## config.mk

```make
export PLATFORM = sky130hd
export DESIGN_NAME = fetch_unit_flat
export DESIGN_NICKNAME = d
export VERILOG_FILES = /design/src/rtl/fetch_unit_if.sv /design/src/rtl/fetch_unit.sv /design/src/flat_wrapper.sv
export SDC_FILE = /design/constraint.sdc
export NUM_CORES = 1
export LEC_CHECK = 0
export BUFFER_PORTS_ARGS = -buffer_cell sky130_fd_sc_hd__buf_2
export CAP_MARGIN = 5
export CELL_PAD_IN_SITES_DETAIL_PLACEMENT = 0
export CELL_PAD_IN_SITES_GLOBAL_PLACEMENT = 1
export CORE_MARGIN = 2
export CORE_UTILIZATION = 41
export DETAILED_ROUTE_END_ITERATION = 6
export GPL_TIMING_DRIVEN = 0
export HOLD_SLACK_MARGIN = 0.06
export PLACE_DENSITY = 0.82
export SLEW_MARGIN = 10
export SYNTH_ARGS = -nofsm -noshare
export SYNTH_HDL_FRONTEND = slang
export SYNTH_SLANG_ARGS = --single-unit
export TNS_END_PERCENT = 30
```

## constraint.sdc

```tcl
create_clock -name clk -period 6.4 [get_ports clk]
set_clock_uncertainty 0.1 [all_clocks]
set_input_delay 1.28 -clock clk [delete_from_list [all_inputs] [get_ports clk]]
set_output_delay 1.28 -clock clk [all_outputs]
set_load 0.005 [all_outputs]
```

## src/rtl/fetch_unit_if.sv

```systemverilog
// Fetch unit bus: redirect controls from the pipeline, the instruction memory
// handshake and the fetched-instruction outputs.
interface fetch_unit_if #(
    parameter int XLEN = 64,
    parameter int ILEN = 32
);
    logic            stall;
    logic            branch_en;
    logic            jalr_en;
    logic [XLEN-1:0] imm;
    logic [XLEN-1:0] rs1;
    logic            flush;
    logic [XLEN-1:0] flush_pc;
    logic            imem_req;
    logic [XLEN-1:0] imem_addr;
    logic            imem_ack;
    logic [ILEN-1:0] imem_rdata;
    logic            instr_valid;
    logic [ILEN-1:0] instruction;
    logic [XLEN-1:0] pc_out;
    logic            misalign_trap;

    // master = the fetch unit, slave = memory plus downstream pipeline
    modport master (
        input  stall, branch_en, jalr_en, imm, rs1, flush, flush_pc, imem_ack, imem_rdata,
        output imem_req, imem_addr, instr_valid, instruction, pc_out, misalign_trap
    );
    modport slave (
        output stall, branch_en, jalr_en, imm, rs1, flush, flush_pc, imem_ack, imem_rdata,
        input  imem_req, imem_addr, instr_valid, instruction, pc_out, misalign_trap
    );
endinterface

```

## src/rtl/fetch_unit.sv

```systemverilog
// Single-outstanding instruction fetch unit with branch/jalr redirect,
// misalignment trap and flush handling.
//
// state | meaning
// IDLE  | first cycle after reset, no request
// FETCH | request outstanding at pc, waiting for imem_ack
// VALID | instruction held for downstream, consumed when stall=0
// DROP  | flushed while a request was in flight, absorbing its ack
// TRAP  | redirect target misaligned, waits for flush
module fetch_unit #(
    parameter int              XLEN         = 64,
    parameter logic [XLEN-1:0] RESET_VECTOR = '0,
    parameter int              ILEN         = 32
) (
    input logic          clk,
    input logic          reset,
    fetch_unit_if.master bus
);
    typedef enum logic [2:0] {IDLE, FETCH, VALID, DROP, TRAP} state_t;

    state_t          state;
    logic [XLEN-1:0] pc;
    logic [XLEN-1:0] target;
    logic [XLEN-1:0] pc_out_q;
    logic [ILEN-1:0] instr_q;
    logic            req_q;
    logic            valid_q;
    logic            trap_q;

    always_comb begin
        target = pc + XLEN'(4);
        if (bus.jalr_en)
            target = (bus.rs1 + bus.imm) & ~XLEN'(1);
        else if (bus.branch_en)
            target = pc + (bus.imm << 1);
    end

    always_ff @(posedge clk or posedge reset) begin
        if (reset) begin
            state    <= IDLE;
            pc       <= RESET_VECTOR;
            pc_out_q <= RESET_VECTOR;
            instr_q  <= '0;
            req_q    <= 1'b0;
            valid_q  <= 1'b0;
            trap_q   <= 1'b0;
        end else begin
            case (state)
                IDLE: begin
                    if (bus.flush) begin
                        pc     <= bus.flush_pc;
                        trap_q <= 1'b0;
                    end
                    state <= FETCH;
                    req_q <= 1'b1;
                end
                FETCH: begin
                    if (bus.flush) begin
                        pc     <= bus.flush_pc;
                        trap_q <= 1'b0;
                        // an ack in the same cycle closes the old request, so refetch at once
                        if (bus.imem_ack) begin
                            state <= FETCH;
                            req_q <= 1'b1;
                        end else begin
                            state <= DROP;
                            req_q <= 1'b0;
                        end
                    end else if (bus.imem_ack) begin
                        instr_q  <= bus.imem_rdata;
                        pc_out_q <= pc;
                        state    <= VALID;
                        req_q    <= 1'b0;
                        valid_q  <= 1'b1;
                    end
                end
                VALID: begin
                    if (bus.flush) begin
                        pc      <= bus.flush_pc;
                        trap_q  <= 1'b0;
                        state   <= FETCH;
                        req_q   <= 1'b1;
                        valid_q <= 1'b0;
                    end else if (!bus.stall) begin
                        valid_q <= 1'b0;
                        if (target[1:0] != 2'b00) begin
                            trap_q <= 1'b1;
                            state  <= TRAP;
                        end else begin
                            pc    <= target;
                            state <= FETCH;
                            req_q <= 1'b1;
                        end
                    end
                end
                DROP: begin
                    if (bus.flush) begin
                        pc     <= bus.flush_pc;
                        trap_q <= 1'b0;
                    end
                    // the abandoned request has completed; nothing is in flight any more
                    if (bus.imem_ack) begin
                        state <= FETCH;
                        req_q <= 1'b1;
                    end
                end
                TRAP: begin
                    if (bus.flush) begin
                        pc     <= bus.flush_pc;
                        trap_q <= 1'b0;
                        state  <= FETCH;
                        req_q  <= 1'b1;
                    end
                end
                default: begin
                    state   <= IDLE;
                    req_q   <= 1'b0;
                    valid_q <= 1'b0;
                end
            endcase
        end
    end

    assign bus.imem_req      = req_q;
    assign bus.imem_addr     = pc;
    assign bus.instr_valid   = valid_q;
    assign bus.instruction   = instr_q;
    assign bus.pc_out        = pc_out_q;
    assign bus.misalign_trap = trap_q;
endmodule

```

## src/flat_wrapper.sv

```systemverilog
// flat-port wrapper written by rule: the top's interface ports become plain ports
module fetch_unit_flat 
#(
    parameter int              XLEN         = 64,
    parameter logic [XLEN-1:0] RESET_VECTOR = '0,
    parameter int              ILEN         = 32
)
  (clk, reset, bus_stall, bus_branch_en, bus_jalr_en, bus_imm, bus_rs1, bus_flush, bus_flush_pc, bus_imem_ack, bus_imem_rdata, bus_imem_req, bus_imem_addr, bus_instr_valid, bus_instruction, bus_pc_out, bus_misalign_trap);
  fetch_unit_if #(.XLEN(XLEN), .ILEN(ILEN)) bus_i ();
  input logic clk;
  input logic reset;
  input wire logic [$bits(bus_i.stall)-1:0] bus_stall;
  input wire logic [$bits(bus_i.branch_en)-1:0] bus_branch_en;
  input wire logic [$bits(bus_i.jalr_en)-1:0] bus_jalr_en;
  input wire logic [$bits(bus_i.imm)-1:0] bus_imm;
  input wire logic [$bits(bus_i.rs1)-1:0] bus_rs1;
  input wire logic [$bits(bus_i.flush)-1:0] bus_flush;
  input wire logic [$bits(bus_i.flush_pc)-1:0] bus_flush_pc;
  input wire logic [$bits(bus_i.imem_ack)-1:0] bus_imem_ack;
  input wire logic [$bits(bus_i.imem_rdata)-1:0] bus_imem_rdata;
  output wire logic [$bits(bus_i.imem_req)-1:0] bus_imem_req;
  output wire logic [$bits(bus_i.imem_addr)-1:0] bus_imem_addr;
  output wire logic [$bits(bus_i.instr_valid)-1:0] bus_instr_valid;
  output wire logic [$bits(bus_i.instruction)-1:0] bus_instruction;
  output wire logic [$bits(bus_i.pc_out)-1:0] bus_pc_out;
  output wire logic [$bits(bus_i.misalign_trap)-1:0] bus_misalign_trap;
  assign bus_i.stall = bus_stall;
  assign bus_i.branch_en = bus_branch_en;
  assign bus_i.jalr_en = bus_jalr_en;
  assign bus_i.imm = bus_imm;
  assign bus_i.rs1 = bus_rs1;
  assign bus_i.flush = bus_flush;
  assign bus_i.flush_pc = bus_flush_pc;
  assign bus_i.imem_ack = bus_imem_ack;
  assign bus_i.imem_rdata = bus_imem_rdata;
  assign bus_imem_req = bus_i.imem_req;
  assign bus_imem_addr = bus_i.imem_addr;
  assign bus_instr_valid = bus_i.instr_valid;
  assign bus_instruction = bus_i.instruction;
  assign bus_pc_out = bus_i.pc_out;
  assign bus_misalign_trap = bus_i.misalign_trap;
  fetch_unit #(.XLEN(XLEN), .RESET_VECTOR(RESET_VECTOR), .ILEN(ILEN)) u_core (.clk(clk), .reset(reset), .bus(bus_i));
endmodule
```

==> impl_metrics.xml, run 1 <==
<?xml version="1.0" encoding="UTF-8"?>
<metrics>
  <group name="power">
    <metric name="peakVddDrop" unit="mV">0.2273</metric>
    <metric name="internal_power" unit="mW">4.074</metric>
    <metric name="power_switching_share" unit="%">48.51</metric>
    <metric name="power.density" unit="nW/µm²">397.0</metric>
    <metric name="p_clk_share" unit="%">15.0</metric>
    <metric name="power_frac_seq" unit="%">28.0</metric>
    <metric name="combPwrFrac" unit="%">57.0</metric>
    <metric name="static_leakage" unit="nW">8.755</metric>
    <metric name="netSwitchingPower" unit="mW">3.839</metric>
  </group>
  <group name="cts">
    <metric name="cts_made_buffers" unit="">17</metric>
    <metric name="ctsResizeCount" unit="">0</metric>
    <metric name="tritoncts" unit="">yes</metric>
    <metric name="cts_num_sinks" unit="">166</metric>
    <metric name="root_buffer" unit="">sky130_fd_sc_hd__clkbuf_16</metric>
    <metric name="cts_max_path_buffers" unit="">2</metric>
    <metric name="cts.hold.buffers_added" unit="">0</metric>
    <metric name="ctsHtreeMaxLevel" unit="">4</metric>
    <metric name="clkSlewWorstSetupHoldPaths" unit="ns">0.07</metric>
    <metric name="insertion_delay" unit="ns">0.47</metric>
    <metric name="post_cts_buffers" unit="">0</metric>
  </group>
  <group name="grt">
    <metric name="global_route.usage.met2" unit="%">54.87</metric>
    <metric name="global_route.usage.met3" unit="%">5.686</metric>
    <metric name="grt_pass1_vias" unit="">17196</metric>
    <metric name="grt_use_met1" unit="%">50.28</metric>
    <metric name="busiest_layer" unit="">met2</metric>
    <metric name="wire_length_of_the_first_global_routing_pass" unit="µm">110600</metric>
    <metric name="antenna_violations_before_repair" unit="">1</metric>
    <metric name="grt_max_degree" unit="">116</metric>
    <metric name="grt.overflow.total" unit="">0</metric>
    <metric name="track_usage" unit="%">35.67</metric>
  </group>
  <group name="finish">
    <metric name="share_of_cells_above_drive_strength_1" unit="%">21.54</metric>
    <metric name="final_cell_count_no_fill" unit="">3061</metric>
    <metric name="fillerInstances" unit="">4072</metric>
    <metric name="layout_area_growth_over_synthesis" unit="%">19.87</metric>
    <metric name="postLayoutCoreUtil" unit="%">49.94</metric>
    <metric name="finish.net_count" unit="">2880</metric>
  </group>
  <group name="floorplanning">
    <metric name="chipHeight" unit="µm">205.4</metric>
    <metric name="ioPinCount" unit="">394</metric>
    <metric name="initial_cell_density_of_the_core" unit="%">41.66</metric>
    <metric name="placeableCoreArea" unit="µm²">39910</metric>
    <metric name="rows" unit="">73</metric>
    <metric name="die_area" unit="µm²">42190</metric>
    <metric name="fp.dieW" unit="µm">205.4</metric>
  </group>
  <group name="synth">
    <metric name="number_of_synthesized_flops_with_an_enable_pin" unit="">0</metric>
    <metric name="ys.flop_type" unit="">sky130_fd_sc_hd__dfrtp_1</metric>
    <metric name="synth_sequential_area_ratio" unit="%">24.98</metric>
    <metric name="yosysMostFrequentCell" unit="">sky130_fd_sc_hd__a21oi_1</metric>
    <metric name="synth_top_area_share" unit="%">24.98</metric>
    <metric name="yosysWarnings" unit="">0</metric>
    <metric name="synth_fp_nets" unit="">2468</metric>
    <metric name="synthArstFlopShare" unit="%">100.0</metric>
    <metric name="synth_cell_type_count" unit="">75</metric>
    <metric name="synthTopCellsByCount" unit="">sky130_fd_sc_hd__a21oi_1 (223), sky130_fd_sc_hd__nand2_1 (213), sky130_fd_sc_hd__o21ai_0 (168)</metric>
    <metric name="synth_area_per_cell" unit="µm²">7.881</metric>
    <metric name="synthTopCellsByArea" unit="">sky130_fd_sc_hd__dfrtp_1 (25%), sky130_fd_sc_hd__ha_1 (9.4%), sky130_fd_sc_hd__a21oi_1 (6.7%), sky130_fd_sc_hd__mux2_2 (6.3%), sky130_fd_sc_hd__o21ai_0 (5.1%)</metric>
    <metric name="yosys.area.top_type" unit="">sky130_fd_sc_hd__dfrtp_1</metric>
    <metric name="synth.ff_latch_count" unit="">166</metric>
    <metric name="synth.cell_area" unit="µm²">16630</metric>
    <metric name="post_synth_inst_count" unit="">2110</metric>
  </group>
  <group name="setup_path">
    <metric name="classification_of_the_worst_setup_path" unit="">input port to flip-flop</metric>
    <metric name="worst_ep_arrival_time" unit="ns">5.52</metric>
    <metric name="critical_path_required" unit="ns">6.61</metric>
    <metric name="setup.worst_path.end_class" unit="">flip-flop</metric>
    <metric name="crit_path_max_fanout" unit="">10</metric>
    <metric name="cp-start-kind" unit="">input port</metric>
    <metric name="reg2reg_setup_slack" unit="ns">1.64</metric>
  </group>
  <group name="drt">
    <metric name="wl_per_cell" unit="µm">25.22</metric>
    <metric name="detail_route.vias_per_cell" unit="">6.211</metric>
    <metric name="drt-total-wl" unit="µm">77210</metric>
    <metric name="route.detailed.drc" unit="">0</metric>
    <metric name="routed-via-count" unit="">19013</metric>
    <metric name="route.antenna.remaining_nets" unit="">0</metric>
    <metric name="drt_first_pass_iters" unit="">7</metric>
    <metric name="number_of_drc_violations_after_detailed_routing_iteration_0" unit="">2141</metric>
  </group>
  <group name="placement">
    <metric name="portBuffers" unit="">392</metric>
    <metric name="globalplace.congestion" unit="">0.9970</metric>
    <metric name="place_inst" unit="">3028</metric>
    <metric name="post-dp-hpwl" unit="µm">61910</metric>
  </group>
  <group name="outcome">
    <metric name="outcome" unit="">completed</metric>
  </group>
  <group name="sta">
    <metric name="worst_pin_slew" unit="ns">1.363</metric>
    <metric name="final.min_clock_period" unit="ns">5.318</metric>
    <metric name="min_period_over_period" unit="%">83.10</metric>
    <metric name="rsz0062_at_grt" unit="">no</metric>
    <metric name="slew-limit-headroom" unit="%">9.149</metric>
    <metric name="hold_viol" unit="">0</metric>
    <metric name="finalSetupViolCount" unit="">0</metric>
    <metric name="slew_viol_final" unit="">0</metric>
    <metric name="max_freq" unit="MHz">188.0</metric>
  </group>
  <group name="worst_hold_path">
    <metric name="min-delay-path-class" unit="">flip-flop to flip-flop</metric>
  </group>
  <group name="flow_run">
    <metric name="max_cap_viol_count" unit="">0</metric>
  </group>
</metrics>
-- power groups by stage --
| stage | registers, mW | logic [mW] | clock network, mW |
|---|---|---|---|
| final | 2.22 | 4.51 | 1.18 |
| after global routing | 2.26 | 4.90 | 1.22 |
| after CTS | 2.19 | 4.42 | 1.19 |
| after detailed placement | 2.21 | 4.39 | 0 |
| after global placement | 2.19 | 4.36 | 0 |
| after floorplan | 1.99 | 2.78 | 0 |
-- path summary, 6_finish.rpt --
kind	start	to	depth (start not counted)
max in group asynchronous	reset	u_core.bus.pc_out[22]	3
setup reg to reg	u_core.bus.imem_addr[1]	u_core.bus.imem_addr[59]	13
setup / recovery	bus_imm[0]	u_core.bus.imem_addr[14]	12
hold / removal	u_core.bus.pc_out[38]	u_core.bus.pc_out[38]	2
hold reg to reg	u_core.bus.pc_out[38]	u_core.bus.pc_out[38]	2
min in group asynchronous	reset	u_core.bus.pc_out[53]	2
-- per-stage QoR --
| step | hold WS (ns) | instance area [µm²] | setup WS (ns) | power (mW) | setup TNS (ns) |
|---|---|---|---|---|---|
| floorplan | 0.3732 | 16630 | 0.5300 | 4.771 | 0 |
| global placement | 0.3577 | 19250 | -1.726 | 6.544 | -281.29 |
| detailed placement | 0.3736 | 19280 | 0.8183 | 6.602 | 0 |
| CTS | 0.3887 | 19930 | 1.285 | 7.795 | 0 |
| global route | 0.4142 | 19930 | 0.9457 | 8.393 | 0 |
| finish | 0.3844 | 19930 | 1.082 | 7.913 | 0 |
-- state kept, by name, indices dropped and copies added (netlist names) --
register,flops
u_core.bus.imem_addr,64
u_core.bus.imem_req,1
u_core.bus.instr_valid,1
u_core.bus.instruction,32
u_core.bus.misalign_trap,1
u_core.bus.pc_out,64
u_core.state,3
-- critical path, cell delays in order --
cell and delay [ns]:
sky130_fd_sc_hd__buf_2 0.12, sky130_fd_sc_hd__and2_1 0.16, sky130_fd_sc_hd__fa_1 0.49, sky130_fd_sc_hd__nand2b_1 0.15, sky130_fd_sc_hd__o31ai_1 0.17, sky130_fd_sc_hd__nand3b_1 0.15, sky130_fd_sc_hd__a2bb2oi_1 0.21, sky130_fd_sc_hd__nor2_1 0.06
sky130_fd_sc_hd__a21oi_1 1.03, sky130_fd_sc_hd__clkbuf_1 0.69, sky130_fd_sc_hd__clkbuf_1 0.76, sky130_fd_sc_hd__o21ai_0 0.23
-- metal layers --
metal	vias to the layer above	wire [µm]
met5	-	0
met4	0	2561
met3	125	7459
met2	1076	33550
met1	9164	33640
li1	8648	-
-- layout by cell type, fill, tap and decap left out, types with 19 or more instances in the layout --
master / n
sky130_fd_sc_hd__a211oi_1: 48
sky130_fd_sc_hd__a21o_1: 48
sky130_fd_sc_hd__a21oi_1: 223
sky130_fd_sc_hd__a31oi_1: 19
sky130_fd_sc_hd__buf_2: 401
sky130_fd_sc_hd__clkbuf_1: 115
sky130_fd_sc_hd__dfrtp_1: 166
sky130_fd_sc_hd__ha_1: 125
sky130_fd_sc_hd__inv_1: 43
sky130_fd_sc_hd__mux2_2: 93
sky130_fd_sc_hd__nand2_1: 213
sky130_fd_sc_hd__nand3_1: 77
sky130_fd_sc_hd__nand4_1: 60
sky130_fd_sc_hd__nor2_1: 157
sky130_fd_sc_hd__nor3_1: 45
sky130_fd_sc_hd__o21ai_0: 168
sky130_fd_sc_hd__o21bai_1: 30
sky130_fd_sc_hd__o31ai_1: 21
sky130_fd_sc_hd__or3_1: 27
sky130_fd_sc_hd__xnor2_1: 91
sky130_fd_sc_hd__xor2_1: 71
-- logic make-up after synthesis --
kind of cell	count (synthesis)	synth area share [%]
AO/OA/AOI/OAI	695	26.13
AND/OR/NAND/NOR	686	19.91
buffers and inverters	173	4.018
flip-flops	166	24.98
XOR/XNOR	162	8.533
adder cells (fa/ha/maj)	127	9.646
multiplexers	101	6.780
-- layout make-up --
type | instances | area (µm²) | area share (%)
diodes | 1 | 2.502 | 0.01255
plain buffers | 128 | 499.2 | 2.505
clock buffers | 22 | 454.2 | 2.279
clock inverters | 10 | 192.7 | 0.9667
inverters | 45 | 176.4 | 0.8851
multi-input cells | 1771 | 11810 | 59.24
flip-flops and latches | 166 | 4154 | 20.84
well taps | 525 | 656.9 | 3.295
repair buffers | 393 | 1989 | 9.981
Note: power is estimated with default switching activity, not from simulation.
==> run 2: changes to the inputs <==
Clock period 6.4 ns to 5.36 ns, I/O delays scaled along.
==> impl_metrics.xml, run 2 (synthesized netlist as in run 1, its figures left out) <==
<?xml version="1.0" encoding="UTF-8"?>
<metrics>
  <group name="sta">
    <metric name="finalSetupViolCount" unit="">0</metric>
    <metric name="worst_hold_slack" unit="ns">0.3971</metric>
    <metric name="final.setup.tns" unit="ns">0</metric>
    <metric name="slew-limit-headroom" unit="%">7.404</metric>
    <metric name="fin_ws" unit="ns">0.2719</metric>
    <metric name="min_period_over_period" unit="%">94.93</metric>
    <metric name="final.min_clock_period" unit="ns">5.088</metric>
    <metric name="rsz0062_at_grt" unit="">no</metric>
    <metric name="max_freq" unit="MHz">196.5</metric>
    <metric name="worst_pin_slew" unit="ns">1.384</metric>
    <metric name="hold_viol" unit="">0</metric>
    <metric name="slew_viol_final" unit="">0</metric>
  </group>
  <group name="setup_path">
    <metric name="cp-start-kind" unit="">input port</metric>
    <metric name="r2r-start" unit="">u_core.bus.imem_addr[1]</metric>
    <metric name="crit_path_max_fanout" unit="">10</metric>
    <metric name="setup.worst_path.end_class" unit="">flip-flop</metric>
    <metric name="r2r_cells" unit="">11</metric>
    <metric name="critical_path_required" unit="ns">5.64</metric>
    <metric name="reg2reg_setup_slack" unit="ns">0.50</metric>
    <metric name="classification_of_the_worst_setup_path" unit="">input port to flip-flop</metric>
    <metric name="worst_ep_arrival_time" unit="ns">5.37</metric>
    <metric name="rr_endpoint" unit="">u_core.bus.imem_addr[56]</metric>
  </group>
  <group name="floorplanning">
    <metric name="fp.dieW" unit="µm">205.4</metric>
    <metric name="chipHeight" unit="µm">205.4</metric>
    <metric name="ioPinCount" unit="">394</metric>
    <metric name="die_area" unit="µm²">42190</metric>
    <metric name="placeableCoreArea" unit="µm²">39910</metric>
    <metric name="initial_cell_density_of_the_core" unit="%">41.66</metric>
    <metric name="rows" unit="">73</metric>
  </group>
  <group name="drt">
    <metric name="route.detailed.drc" unit="">0</metric>
    <metric name="number_of_drc_violations_after_detailed_routing_iteration_0" unit="">2166</metric>
    <metric name="routed-via-count" unit="">19115</metric>
    <metric name="drt-total-wl" unit="µm">80140</metric>
    <metric name="route.antenna.remaining_nets" unit="">0</metric>
    <metric name="wl_per_cell" unit="µm">26.15</metric>
    <metric name="drt_first_pass_iters" unit="">6</metric>
    <metric name="detail_route.vias_per_cell" unit="">6.237</metric>
  </group>
  <group name="cts">
    <metric name="cts_max_path_buffers" unit="">2</metric>
    <metric name="cts_made_buffers" unit="">17</metric>
    <metric name="clkSlewWorstSetupHoldPaths" unit="ns">0.06</metric>
    <metric name="ctsHtreeMaxLevel" unit="">4</metric>
    <metric name="insertion_delay" unit="ns">0.47</metric>
    <metric name="cts_num_sinks" unit="">166</metric>
    <metric name="post_cts_buffers" unit="">0</metric>
    <metric name="root_buffer" unit="">sky130_fd_sc_hd__clkbuf_16</metric>
    <metric name="ctsResizeCount" unit="">0</metric>
    <metric name="tritoncts" unit="">yes</metric>
    <metric name="cts.hold.buffers_added" unit="">0</metric>
  </group>
  <group name="grt">
    <metric name="track_usage" unit="%">37.15</metric>
    <metric name="wire_length_of_the_first_global_routing_pass" unit="µm">114700</metric>
    <metric name="antenna_violations_before_repair" unit="">1</metric>
    <metric name="grt_pass1_vias" unit="">17592</metric>
    <metric name="grt.overflow.total" unit="">0</metric>
    <metric name="grt_max_degree" unit="">40</metric>
  </group>
  <group name="finish">
    <metric name="postLayoutCoreUtil" unit="%">49.89</metric>
    <metric name="layout.cells.most_common" unit="">sky130_fd_sc_hd__buf_2</metric>
    <metric name="share_of_cells_above_drive_strength_1" unit="%">21.81</metric>
    <metric name="layout_area_growth_over_synthesis" unit="%">19.76</metric>
    <metric name="finish.net_count" unit="">2885</metric>
    <metric name="antenna-diode-count" unit="">0</metric>
    <metric name="layout_common_cells" unit="">sky130_fd_sc_hd__buf_2 (401), sky130_fd_sc_hd__a21oi_1 (223), sky130_fd_sc_hd__nand2_1 (213)</metric>
    <metric name="fillerInstances" unit="">3996</metric>
  </group>
  <group name="placement">
    <metric name="portBuffers" unit="">392</metric>
    <metric name="place_worst_setup_slack" unit="ns">-0.003373</metric>
    <metric name="globalplace.congestion" unit="">0.9675</metric>
    <metric name="post-dp-hpwl" unit="µm">64960</metric>
  </group>
  <group name="power">
    <metric name="peakVddDrop" unit="mV">0.3343</metric>
    <metric name="power.density" unit="nW/µm²">468.0</metric>
    <metric name="static_leakage" unit="nW">8.742</metric>
  </group>
  <group name="flow_run">
    <metric name="max_cap_viol_count" unit="">0</metric>
  </group>
  <group name="worst_hold_path">
    <metric name="min-delay-path-class" unit="">flip-flop to flip-flop</metric>
    <metric name="endpoint_worst_hold" unit="">u_core.bus.pc_out[59]</metric>
    <metric name="timing.hold.worst_path_depth" unit="">2</metric>
    <metric name="worst_hold_startpoint" unit="">u_core.bus.pc_out[59]</metric>
  </group>
  <group name="outcome">
    <metric name="outcome" unit="">completed</metric>
  </group>
</metrics>
[run 2: layout make-up]
| type | count | area [µm²] | area share (%) |
|---|---|---|---|
| buffer | 128 | 499.2 | 2.507 |
| clock buffer | 19 | 432.9 | 2.174 |
| clock inverter | 13 | 112.6 | 0.5655 |
| inverter | 45 | 172.7 | 0.8671 |
| multi-input combinational | 1771 | 11810 | 59.32 |
| sequential | 166 | 4154 | 20.86 |
| tap | 525 | 656.9 | 3.299 |
| timing repair buffer | 398 | 2072 | 10.40 |
[run 2: worst max path at each step]
stage	startpoint	end	slack, ns	cells after the start
after global placement	bus_imm[31]	u_core.bus.imem_addr[59]	-0.36	12
after detailed placement	bus_imm[0]	u_core.bus.imem_addr[14]	-0.003	12
final	bus_imm[0]	u_core.bus.imem_addr[56]	0.27	12
after global routing	bus_imm[0]	u_core.bus.imem_addr[56]	0.20	12
after floorplan	bus_imm[0]	u_core.bus.imem_addr[59]	1.45	13
after CTS	bus_imm[0]	u_core.bus.imem_addr[14]	0.44	12
[run 2: critical path, stage by stage]
cell,delay [ns]
sky130_fd_sc_hd__buf_2,0.12
sky130_fd_sc_hd__ha_1,0.27
sky130_fd_sc_hd__mux2_2,0.28
sky130_fd_sc_hd__o31ai_1,0.53
sky130_fd_sc_hd__nand3b_1,0.22
sky130_fd_sc_hd__a2bb2oi_1,0.20
sky130_fd_sc_hd__o22ai_1,0.18
sky130_fd_sc_hd__clkbuf_1,0.67
sky130_fd_sc_hd__clkbuf_1,0.62
sky130_fd_sc_hd__buf_1,0.81
sky130_fd_sc_hd__o21ai_0,0.21
sky130_fd_sc_hd__a21oi_1,0.19
[run 2: metal layers]
metal  track usage (%)  vias up  share of wire [%]
li1                  -     8652                  -
met1             51.89     9354                 44
met2             57.59      976                 44
met3             6.620      133                8.9
met4             12.74        0                3.4
met5                 0        -                  0
[run 2: power by group]
group          internal, mW  total [mW]  switching (mW)  leakage [nW]
Clock                 0.607        1.21           0.607         0.263
Combinational          2.20        5.43            3.23          6.50
Sequential             1.82        2.67           0.849          1.98
Total                  4.63        9.32            4.69          8.74
[run 2: stage by stage]
step / total power, mW / area, µm² / std cells
after floorplan: 5.698 / 16630 / 2110
after global placement: 7.896 / 19250 / 3027
after detailed placement: 7.952 / 19360 / 3033
after CTS: 9.175 / 19910 / 3065
after global routing: 9.889 / 19910 / 3065
final: 9.319 / 19910 / 3065
==> run 3: changes to the inputs <==
Settings changed: CORE_UTILIZATION 41 to 37, PLACE_DENSITY 0.82 to 0.89.
Clock period 5.36 ns to 4.2 ns, I/O delays scaled along.
==> impl_metrics.xml, run 3 (synthesized netlist as in run 1, its figures left out) <==
<?xml version="1.0" encoding="UTF-8"?>
<metrics>
  <group name="outcome">
    <metric name="outcome" unit="">completed</metric>
  </group>
  <group name="cts">
    <metric name="root_buffer" unit="">sky130_fd_sc_hd__clkbuf_16</metric>
    <metric name="ctsResizeCount" unit="">11</metric>
    <metric name="cts_made_buffers" unit="">17</metric>
    <metric name="cts.hold.buffers_added" unit="">0</metric>
    <metric name="ctsHtreeMaxLevel" unit="">4</metric>
    <metric name="clkSlewWorstSetupHoldPaths" unit="ns">0.07</metric>
    <metric name="post_cts_buffers" unit="">0</metric>
    <metric name="tritoncts" unit="">yes</metric>
    <metric name="cts_num_sinks" unit="">166</metric>
    <metric name="insertion_delay" unit="ns">0.49</metric>
    <metric name="cts_max_path_buffers" unit="">2</metric>
  </group>
  <group name="finish">
    <metric name="fillerInstances" unit="">4485</metric>
    <metric name="layout_area_growth_over_synthesis" unit="%">21.54</metric>
    <metric name="layout_common_cells" unit="">sky130_fd_sc_hd__buf_2 (402), sky130_fd_sc_hd__a21oi_1 (220), sky130_fd_sc_hd__nand2_1 (213)</metric>
    <metric name="share_of_cells_above_drive_strength_1" unit="%">22.70</metric>
    <metric name="finish.net_count" unit="">2883</metric>
    <metric name="final-seq-area" unit="µm²">4154</metric>
    <metric name="layout.cells.most_common" unit="">sky130_fd_sc_hd__buf_2</metric>
    <metric name="antenna-diode-count" unit="">0</metric>
    <metric name="multi_input_area" unit="µm²">11930</metric>
  </group>
  <group name="floorplanning">
    <metric name="die_area" unit="µm²">46650</metric>
    <metric name="ioPinCount" unit="">394</metric>
    <metric name="placeableCoreArea" unit="µm²">44320</metric>
    <metric name="initial_cell_density_of_the_core" unit="%">37.52</metric>
    <metric name="fp.dieW" unit="µm">216.0</metric>
    <metric name="rows" unit="">77</metric>
    <metric name="chipHeight" unit="µm">216.0</metric>
  </group>
  <group name="setup_path">
    <metric name="classification_of_the_worst_setup_path" unit="">input port to flip-flop</metric>
    <metric name="stage_delay_of_the_slowest_cell_on_the_critical_path" unit="ns">0.48</metric>
    <metric name="setup.worst_path.end_class" unit="">flip-flop</metric>
    <metric name="cp-start-kind" unit="">input port</metric>
    <metric name="critical_path_required" unit="ns">4.47</metric>
    <metric name="crit_path_max_fanout" unit="">4</metric>
    <metric name="path_cells" unit="">buf_2 &gt; and2_1 &gt; fa_1 &gt; a21o_1 &gt; a221o_1 &gt; a211oi_2 &gt; nor2_1 &gt; a21oi_1 &gt; nor3_1 &gt; nor2_1 &gt; xor2_1 &gt; a222oi_1 &gt; a221o_1</metric>
    <metric name="worst_ep_arrival_time" unit="ns">4.40</metric>
    <metric name="critical-path-slowest-cell" unit="">sky130_fd_sc_hd__a211oi_2</metric>
  </group>
  <group name="sta">
    <metric name="fin_ws" unit="ns">0.06653</metric>
    <metric name="finalSetupViolCount" unit="">0</metric>
    <metric name="final.min_clock_period" unit="ns">4.133</metric>
    <metric name="worst_pin_slew" unit="ns">1.323</metric>
    <metric name="final.setup.tns" unit="ns">0</metric>
    <metric name="min_period_over_period" unit="%">98.42</metric>
    <metric name="slew_viol_final" unit="">0</metric>
    <metric name="hold_viol" unit="">0</metric>
    <metric name="slew-limit-headroom" unit="%">11.02</metric>
    <metric name="max_freq" unit="MHz">241.9</metric>
    <metric name="rsz0062_at_grt" unit="">yes</metric>
  </group>
  <group name="drt">
    <metric name="routed-via-count" unit="">19116</metric>
    <metric name="wl_per_cell" unit="µm">25.84</metric>
    <metric name="drt-total-wl" unit="µm">80870</metric>
    <metric name="number_of_drc_violations_after_detailed_routing_iteration_0" unit="">1987</metric>
    <metric name="drt_first_pass_iters" unit="">6</metric>
    <metric name="route.detailed.drc" unit="">0</metric>
    <metric name="detail_route.vias_per_cell" unit="">6.107</metric>
    <metric name="route.antenna.remaining_nets" unit="">0</metric>
  </group>
  <group name="placement">
    <metric name="portBuffers" unit="">392</metric>
    <metric name="globalplace.congestion" unit="">0.9747</metric>
    <metric name="post-dp-hpwl" unit="µm">65620</metric>
    <metric name="place_worst_setup_slack" unit="ns">-0.9672</metric>
  </group>
  <group name="power">
    <metric name="static_leakage" unit="nW">8.829</metric>
    <metric name="peakVddDrop" unit="mV">0.3789</metric>
    <metric name="power.density" unit="nW/µm²">605.4</metric>
    <metric name="finalPower" unit="mW">12.24</metric>
  </group>
  <group name="worst_hold_path">
    <metric name="min-delay-path-class" unit="">input port to async pin</metric>
  </group>
  <group name="grt">
    <metric name="track_usage" unit="%">33.82</metric>
    <metric name="grt.overflow.total" unit="">0</metric>
    <metric name="grt_max_degree" unit="">39</metric>
    <metric name="wire_length_of_the_first_global_routing_pass" unit="µm">117200</metric>
    <metric name="antenna_violations_before_repair" unit="">1</metric>
    <metric name="grt_pass1_vias" unit="">17717</metric>
  </group>
  <group name="flow_run">
    <metric name="max_cap_viol_count" unit="">0</metric>
  </group>
</metrics>
-- run 3: cell type report --
| cell class | count | share of cell area [%] |
|---|---|---|
| buffer | 127 | 2.476 |
| timing repair buffer | 397 | 10.24 |
| inverter | 45 | 0.8543 |
| clock buffer | 18 | 2.123 |
| clock inverter | 14 | 1.052 |
| sequential | 166 | 20.55 |
| tap | 592 | 3.665 |
| multi-input combinational | 1771 | 59.04 |
-- run 3: final timing paths --
path / startpoint / end / slack (ns) / depth (start not counted)
worst max-delay path: bus_imm[0] / u_core.bus.imem_addr[26] / 0.07 / 13
min in group clk: u_core.bus.pc_out[23] / u_core.bus.pc_out[23] / 0.39 / 2
max in group asynchronous: reset / u_core.bus.pc_out[46] / 2.85 / 4
worst min register to register: u_core.bus.pc_out[23] / u_core.bus.pc_out[23] / 0.39 / 2
worst min-delay path: reset / u_core.bus.pc_out[0] / 0.31 / 2
worst max register to register: u_core.bus.imem_addr[45] / u_core.bus.imem_addr[59] / 0.11 / 11
-- run 3: per-stage QoR --
step / hold WS, ns / cells / utilization (%) / instance area (µm²)
2_1_floorplan: 0.3732 / 2110 / - / 16630
3_3_place_gp: 0.3647 / 3094 / 43.63 / 19330
3_5_place_dp: 0.3714 / 3099 / 43.88 / 19450
4_1_cts: 0.3008 / 3131 / 45.44 / 20140
5_1_grt: 0.3294 / 3130 / 45.60 / 20210
6_report: 0.3106 / 3130 / 45.60 / 20210
-- run 3: routing by layer --
metal  global-route usage, %  part of all wire, %  vias up  wire [µm]
met1                   48.22                   44     9287      35510
met3                   6.455                  9.8      122       7958
met4                   12.47                  3.4        2       2788
li1                        -                    -     8656          -
met5                       0               0.0099        -          8
met2                   50.54                   43     1049      34610
-- run 3: worst max-delay path: cells and delay by family --
family          cells  cell delay, ns
compound gates      6            2.07
xor+xnor            1            0.35
fa+ha+maj           1            0.39
buf+inv             1            0.12
simple gates        4            0.61
-- run 3: report_power, final --
| part | switching, mW | internal, mW | leakage (nW) |
|---|---|---|---|
| Clock | 0.797 | 1.01 | 0.308 |
| Combinational | 4.18 | 2.82 | 6.54 |
| Sequential | 1.10 | 2.32 | 1.98 |
| Total | 6.07 | 6.16 | 8.83 |
